--- src/rtl/ex_mem_stage.sv ---
// EX->MEM pipeline stage: two-entry skid-buffered register with flush, bubble gating and a forwarding tap.
// Optional performance counters are enabled with the macro EX_MEM_PERF_CNT_EN; otherwise they are tied to 0.
module ex_mem_stage #(
    parameter int N  = 32,
    parameter int RA = 5,
    parameter int CW = 32
) (
    input  logic          clock,
    input  logic          reset,
    input  logic          flush,
    input  logic          valid_ex,
    output logic          ready_ex,
    input  logic          wr_en_ex,
    input  logic          wd_sel_ex,
    input  logic          wm_en_ex,
    input  logic [RA-1:0] rw_ex,
    input  logic [N-1:0]  alu_result_ex,
    input  logic [N-1:0]  rdb_ex,
    output logic          valid_mem,
    input  logic          ready_mem,
    output logic          wr_en_mem,
    output logic          wd_sel_mem,
    output logic          wm_en_mem,
    output logic [RA-1:0] rw_mem,
    output logic [N-1:0]  alu_result_mem,
    output logic [N-1:0]  rdb_mem,
    output logic          fwd_valid,
    output logic [RA-1:0] fwd_rw,
    output logic [N-1:0]  fwd_data,
    output logic [CW-1:0] stall_cnt,
    output logic [CW-1:0] bubble_cnt
);

    // Payload layout: {wr_en, wd_sel, wm_en, rw, alu_result, rdb}
    localparam int PW = 3 + RA + 2 * N;

    logic          out_valid;
    logic          skid_valid;
    logic [PW-1:0] out_q;
    logic [PW-1:0] skid_q;
    logic [PW-1:0] in_beat;
    logic          in_fire;
    logic          out_free;
    logic          out_wr_en;
    logic          out_wm_en;

    // Handshake: a beat moves on a rising edge when valid and ready are both high
    // on that side; valid never depends on ready, and ready_ex is a pure flop
    // output (empty skid), so no combinational path runs from ready_mem to ready_ex.
    assign in_beat  = {wr_en_ex, wd_sel_ex, wm_en_ex, rw_ex, alu_result_ex, rdb_ex};
    assign ready_ex = !skid_valid;
    assign in_fire  = valid_ex & ready_ex;
    assign out_free = !out_valid | ready_mem;

    always_ff @(posedge clock) begin
        if (reset) begin
            out_valid  <= 1'b0;
            skid_valid <= 1'b0;
            out_q      <= '0;
            skid_q     <= '0;
        end else if (flush) begin
            // Payload registers keep stale data; only the valid bits matter.
            out_valid  <= 1'b0;
            skid_valid <= 1'b0;
        end else if (out_free) begin
            if (skid_valid) begin
                out_q      <= skid_q;
                out_valid  <= 1'b1;
                skid_valid <= in_fire;
                if (in_fire) begin
                    skid_q <= in_beat;
                end
            end else if (in_fire) begin
                out_q     <= in_beat;
                out_valid <= 1'b1;
            end else begin
                out_valid <= 1'b0;
            end
        end else if (in_fire) begin
            skid_q     <= in_beat;
            skid_valid <= 1'b1;
        end
    end

    assign {out_wr_en, wd_sel_mem, out_wm_en, rw_mem, alu_result_mem, rdb_mem} = out_q;

    // Bubble gating keeps an empty slot from ever writing the register file or memory.
    assign valid_mem = out_valid;
    assign wr_en_mem = out_wr_en & out_valid;
    assign wm_en_mem = out_wm_en & out_valid;

    assign fwd_valid = valid_mem & wr_en_mem & (rw_mem != '0);
    assign fwd_rw    = rw_mem;
    assign fwd_data  = alu_result_mem;

`ifdef EX_MEM_PERF_CNT_EN
    localparam logic [CW-1:0] CNT_ONE = CW'(1);

    // Saturating counters; flush does not touch them.
    always_ff @(posedge clock) begin
        if (reset) begin
            stall_cnt  <= '0;
            bubble_cnt <= '0;
        end else begin
            if (out_valid && !ready_mem && stall_cnt != '1) begin
                stall_cnt <= stall_cnt + CNT_ONE;
            end
            if (!out_valid && bubble_cnt != '1) begin
                bubble_cnt <= bubble_cnt + CNT_ONE;
            end
        end
    end
`else
    assign stall_cnt  = '0;
    assign bubble_cnt = '0;
`endif

endmodule

--- config.mk ---
export PLATFORM = sky130hd
export DESIGN_NAME = ex_mem_stage
export DESIGN_NICKNAME = d
export VERILOG_FILES = /design/src/rtl/ex_mem_stage.sv
export SDC_FILE = /design/constraint.sdc
export NUM_CORES = 1
export LEC_CHECK = 0
export CORE_AREA = 2 2 122 136
export CTS_BUF_LIST = sky130_fd_sc_hd__clkbuf_2 sky130_fd_sc_hd__clkbuf_4 sky130_fd_sc_hd__clkbuf_8
export DETAILED_ROUTE_END_ITERATION = 8
export DIE_AREA = 0 0 124 138
export GPL_TIMING_DRIVEN = 0
export PLACE_DENSITY = 0.95
export SYNTH_ARGS = -nofsm -noshare
export SYNTH_HDL_FRONTEND = slang
export SYNTH_SLANG_ARGS = --single-unit
export TNS_END_PERCENT = 5
--- constraint.sdc ---
create_clock -name clock -period 3.4 [get_ports clock]
set_clock_uncertainty 0.1 [all_clocks]
set_input_delay 0.34 -clock clock [delete_from_list [all_inputs] [get_ports clock]]
set_output_delay 0.34 -clock clock [all_outputs]
set_load 0.01 [all_outputs]
==> flow_summary.ini, run 1 <==
[setup_path]
worstPathMaxFanout = 10
crit_arrival_ns = 1.97
critPathRequiredTime_ns = 2.96
start_kind = flip-flop
cp-end-kind = output pin
crit_type = flip-flop to output pin
r2r_cells = 5

[drt]
wire_per_inst_um = 15.4
vias = 6484
route.detailed.drc = 0
totalWireLength_um = 20100
ant_nets = 0
drtIter0Drc = 413
dr.pass1.iters = 4
viasPerCell = 4.94

[sta]
fin_tns_setup_ns = 0
rsz0062_at_grt = no
final_max_slew_viol_count = 0
timing.slew.headroom_pct = 48.8
hold_viol_final = 0
period_share_pct = 70.9
fmax_mhz = 415
fin_crit_ns = 2.41
setup_violations = 0
tightestPinTransition_ns = 0.769

[clock_network]
cts.path.max_buffers = 2
post_cts_buffers = 0
cts_tree = done
h-tree-depth = 4
root_buffer = clkbuf_8
clk_latency_ns = 0.44
numCtsBuffers = 17
cts_resized = 0
clk_pin_slew_ns = 0.08
hold_buffers = 0
clock_sinks = 146

[power_and_ir_drop]
p_total_uw = 4170
p_sw_uw = 1080
pwr-share-clk_pct = 35.3
p_seq_share_pct = 43.8
combPwrFrac_pct = 20.9
switching_share_pct = 25.9
power_density_nw_per_um2 = 378
p_leak_uw = 0.00420
ir_drop_mv = 0.244
p_int_uw = 3090

[synth]
syn_area_um2 = 8240
synth_ff_type = dfxtp_1
synth.top_cell.area_share_pct = 35.5
synth-edff-count = 0
yosys-top-cells-count = buf_4, dfxtp_1, nand2b_1, mux2i_1, a21oi_1
synth_cell_types = 20
ys_ff_latch = 146
synth_area_leader_cell = dfxtp_1
synthTopCellsByArea = dfxtp_1, mux2i_1, buf_4, nand2b_1, a211oi_2
async_reset_ff_share_pct = 0
ys_warn_count = 0
ys_seq_area_share_pct = 35.5
synth_most_common_cell = buf_4
postSynthCellCount = 826
syn_area_per_cell_um2 = 9.97

[min_path]
hold_path.class = input pin to flip-flop
hold-path-cell-count = 3

[layout]
n_fill_cell = 1186
area_growth_pct = 33.9
nets = 1172
antenna_cells = 0
fin_util_pct = 69.2
fin_area_um2 = 11000
drive_above_1_share_pct = 27.4

[global_route]
grt_overflow = 0
grt_pass1_vias = 6323
antenna_found_initial = 1
grt_pass1_wl_um = 31500
grt_max_degree = 17
track_usage_pct = 23.2

[flow_run]
drv_cap = 0

[placement]
place_congestion = 0.766
io_buffers = 187
hpwl_um = 14500
dpl-instance-area_um2 = 10600

[floorplanning]
pin_count = 253
start_util_pct = 51.7
die_area_um2 = 17100
die_w_um = 124
fp.dieH_um = 138
core_um2 = 15900
row_count = 49

[status]
status = finished clean
-- area by class of cell --
| cell class | count | area (µm²) | area share, % |
|---|---|---|---|
| plain buffers | 235 | 1640 | 14.8 |
| clock inverters | 14 | 186 | 1.69 |
| repair buffers | 187 | 1870 | 17.0 |
| well taps | 204 | 255 | 2.31 |
| multi-input cells | 507 | 3910 | 35.5 |
| flip-flops and latches | 146 | 2920 | 26.5 |
| clock buffers | 18 | 241 | 2.19 |
| inverters | 1 | 3.75 | 0.0340 |
-- path summary, 6_finish.rpt --
kind / startpoint / to / slack, ns
max: skid_valid / ready_ex / 0.99
min: reset / skid_q[0] / 0.27
max reg2reg: valid_mem / out_q[7] / 1.47
min reg2reg: skid_q[60] / skid_q[60] / 0.38
-- cell families after synthesis --
logic type             synth area share [%]
AOI/OAI and AO/OA                      15.5
buffers and inverters                  19.9
DFF                                    35.5
muxes                                  17.5
other                                0.0455
and+or+nand+nor                        11.6
-- routing by layer --
metal	up-vias	part of all wire (%)	GRT usage (%)
met3	28	6.5	4.87
met5	-	0.055	0
met4	2	1.5	6.74
li1	3126	-	-
met2	220	50	40.2
met1	3108	42	28.8
-- power by group through the flow --
stage / Combinational, µW / Sequential [µW] / Clock [µW]
after floorplan: 531 / 1850 / 0
after global placement: 852 / 1860 / 0
after detailed placement: 870 / 1860 / 0
after CTS: 875 / 1830 / 1500
after global routing: 938 / 1830 / 1580
final: 874 / 1830 / 1470
-- through the flow --
stage | setup WS (ns) | hold WS, ns | std cells
floorplan | 1.91 | 0.318 | 889
global placement | 1.08 | 0.357 | 1280
detailed placement | 1.06 | 0.366 | 1280
CTS | 0.953 | 0.261 | 1312
global route | 0.884 | 0.276 | 1312
finish | 0.990 | 0.269 | 1312
-- sequential cells by signal (all words and copies together) (netlist names) --
name / flops
out_q: 72
skid_q: 72
skid_valid: 1
valid_mem: 1
-- cell usage in the layout, fill, tap and decap left out, drive strengths merged --
cell type,instances
a211oi,73
nand2b,145
o21ba,1
nor4,1
or4,1
clkinv,6
clkinvlp,2
inv,3
dfxtp,146
clkbuf,49
clkdlybuf4s50,187
conb,64
nor4b,1
a21oi,72
bufinv,4
buf,204
nor2,1
and2,3
mux2i,144
o21a,1
-- critical path, cell delays in order (launching register included) --
cell and delay [ns]:
dfxtp_1 0.33, buf_2 0.13, buf_4 0.22, buf_2 0.35, inv_2 0.04, clkdlybuf4s50_1 0.48
Power figures use the tool's default switching activity.
==> run 2, diff against run 1 <==
- CORE_AREA: 2 2 122 136 -> 2 2 134 149
- DIE_AREA: 0 0 124 138 -> 0 0 136 151
- PLACE_DENSITY: 0.95 -> 0.85
- clock period: 3.4 -> 2.2 ns (I/O delays scaled with it)
==> flow_summary.ini, run 2 (synthesized netlist as in run 1, its figures left out) <==
[status]
status = finished clean

[setup_path]
crit_start = out_q[65]
reg2reg_to = out_q[31]
critPathRequiredTime_ns = 1.88
r2r_cells = 5
cp-end-kind = output pin
crit_arrival_ns = 1.78
rr_startpoint = valid_mem
crit_type = flip-flop to output pin
rrSetupSlack_ns = 0.30
worstPathMaxFanout = 4
start_kind = flip-flop

[layout]
final_common_cell = clkdlybuf4s50_1
antenna_cells = 0
reg.largest.list = out_q x72, skid_q x72
layout_common_cells = clkdlybuf4s50_1, buf_4, dfxtp_1
area_growth_pct = 34.8
nets = 1171
instances_no_fill = 1354
drive_above_1_share_pct = 27.4

[sta]
fmax_mhz = 477
rsz0062_at_grt = no
period_share_pct = 95.3
timing.slew.headroom_pct = 50.0
hold_ws_ns = 0.115
fin_crit_ns = 2.10
tightestPinTransition_ns = 0.751
fin_tns_setup_ns = 0
hold_viol_final = 0
setup_slack_ns = 0.104
setup_violations = 0
final_max_slew_viol_count = 0

[clock_network]
clk_latency_ns = 0.45
clk_pin_slew_ns = 0.09
root_buffer = clkbuf_8
cts.path.max_buffers = 2
numCtsBuffers = 17
h-tree-depth = 4
cts_tree = done
hold_buffers = 0
clock_sinks = 146

[floorplanning]
row_count = 53
start_util_pct = 43.4
die_area_um2 = 20500
die_w_um = 136
pin_count = 253
core_um2 = 19000
fp.dieH_um = 151

[drt]
vias = 6282
ant_nets = 0
route.detailed.drc = 0
totalWireLength_um = 20200
drtIter0Drc = 266
dr.pass1.iters = 4
viasPerCell = 4.64
wire_per_inst_um = 14.9

[placement]
hpwl_um = 14800
io_buffers = 187
place_congestion = 0.755
place_inst = 1323
pre_cts_ws_ns = -0.0303

[power_and_ir_drop]
power_density_nw_per_um2 = 594
ir_drop_mv = 0.347
p_leak_uw = 0.00421

[global_route]
track_usage_pct = 19.7
grt_max_degree = 20
grt_pass1_wl_um = 31800
grt_overflow = 0
antenna_found_initial = 1
grt_pass1_vias = 6215

[min_path]
hold_path.class = input pin to flip-flop
hold-path-endpoint = skid_q[1]
hp-start = reset
hold-path-cell-count = 3

[flow_run]
drv_cap = 0
-- run 2: cell types whose count changed in the layout (fill, tap and decap cells not counted), sizes merged --
cell / previous run / this run
inv: 3 / 6
clkinv: 6 / 4
clkinvlp: 2 / 0
buf: 204 / 203
clkbuf: 49 / 50
clkdlybuf4s50: 187 / 186
dlygate4sd2: 0 / 1
-- run 2: layer usage --
| metal | global-route usage [%] | wire length, µm | vias up |
|---|---|---|---|
| met5 | 0 | 0 | - |
| met1 | 24.4 | 8800 | 2944 |
| met2 | 33.6 | 9840 | 193 |
| li1 | - | - | 3125 |
| met4 | 5.57 | 297 | 0 |
| met3 | 5.09 | 1270 | 20 |
-- run 2: final cells by class --
class | count | area, µm²
plain buffers | 234 | 1630
clock buffers | 19 | 262
clock inverters | 13 | 195
fillers | 1624 | 7860
inverters | 1 | 3.75
multi-input cells | 507 | 3910
flip-flops and latches | 146 | 2920
well taps | 247 | 309
repair buffers | 187 | 1870
-- run 2: stage by stage --
step,utilization (%),power [µW],area [µm²]
after detailed placement,56.2,4230,10700
after global routing,58.5,6870,11100
after CTS,58.5,6650,11100
after global placement,56.2,4200,10700
final,58.5,6600,11100
after floorplan,-,3680,8470
-- run 2: worst max-delay path by stage --
stage	end	slack (ns)	depth (start not counted)
2_1_floorplan	skid_q[10]	0.73	5
6_report	fwd_valid	0.10	3
4_1_cts	fwd_valid	0.06	3
3_5_place_dp	out_q[31]	-0.03	6
5_1_grt	fwd_valid	0.005	3
3_3_place_gp	out_q[8]	-0.03	6
-- run 2: timing repair --
item | 4_1_cts | 5_1_grt
setup endpoints to repair | 2 | 0
buffers inserted | 0 | 0
gates resized for setup | 1 | 0
-- run 2: report_power, final --
| part | total (µW) | leakage (µW) | internal [µW] | switching [µW] |
|---|---|---|---|---|
| logic | 1350 | 0.00279 | 785 | 562 |
| clock network | 2430 | 0.000232 | 1320 | 1110 |
| registers | 2820 | 0.00119 | 2740 | 77.6 |
-- run 2: critical path, cell delays in order (launching register included) --
cell           delay [ns]
dfxtp_1              0.35
or4_1                0.53
o21a_1               0.18
dlygate4sd2_1        0.28
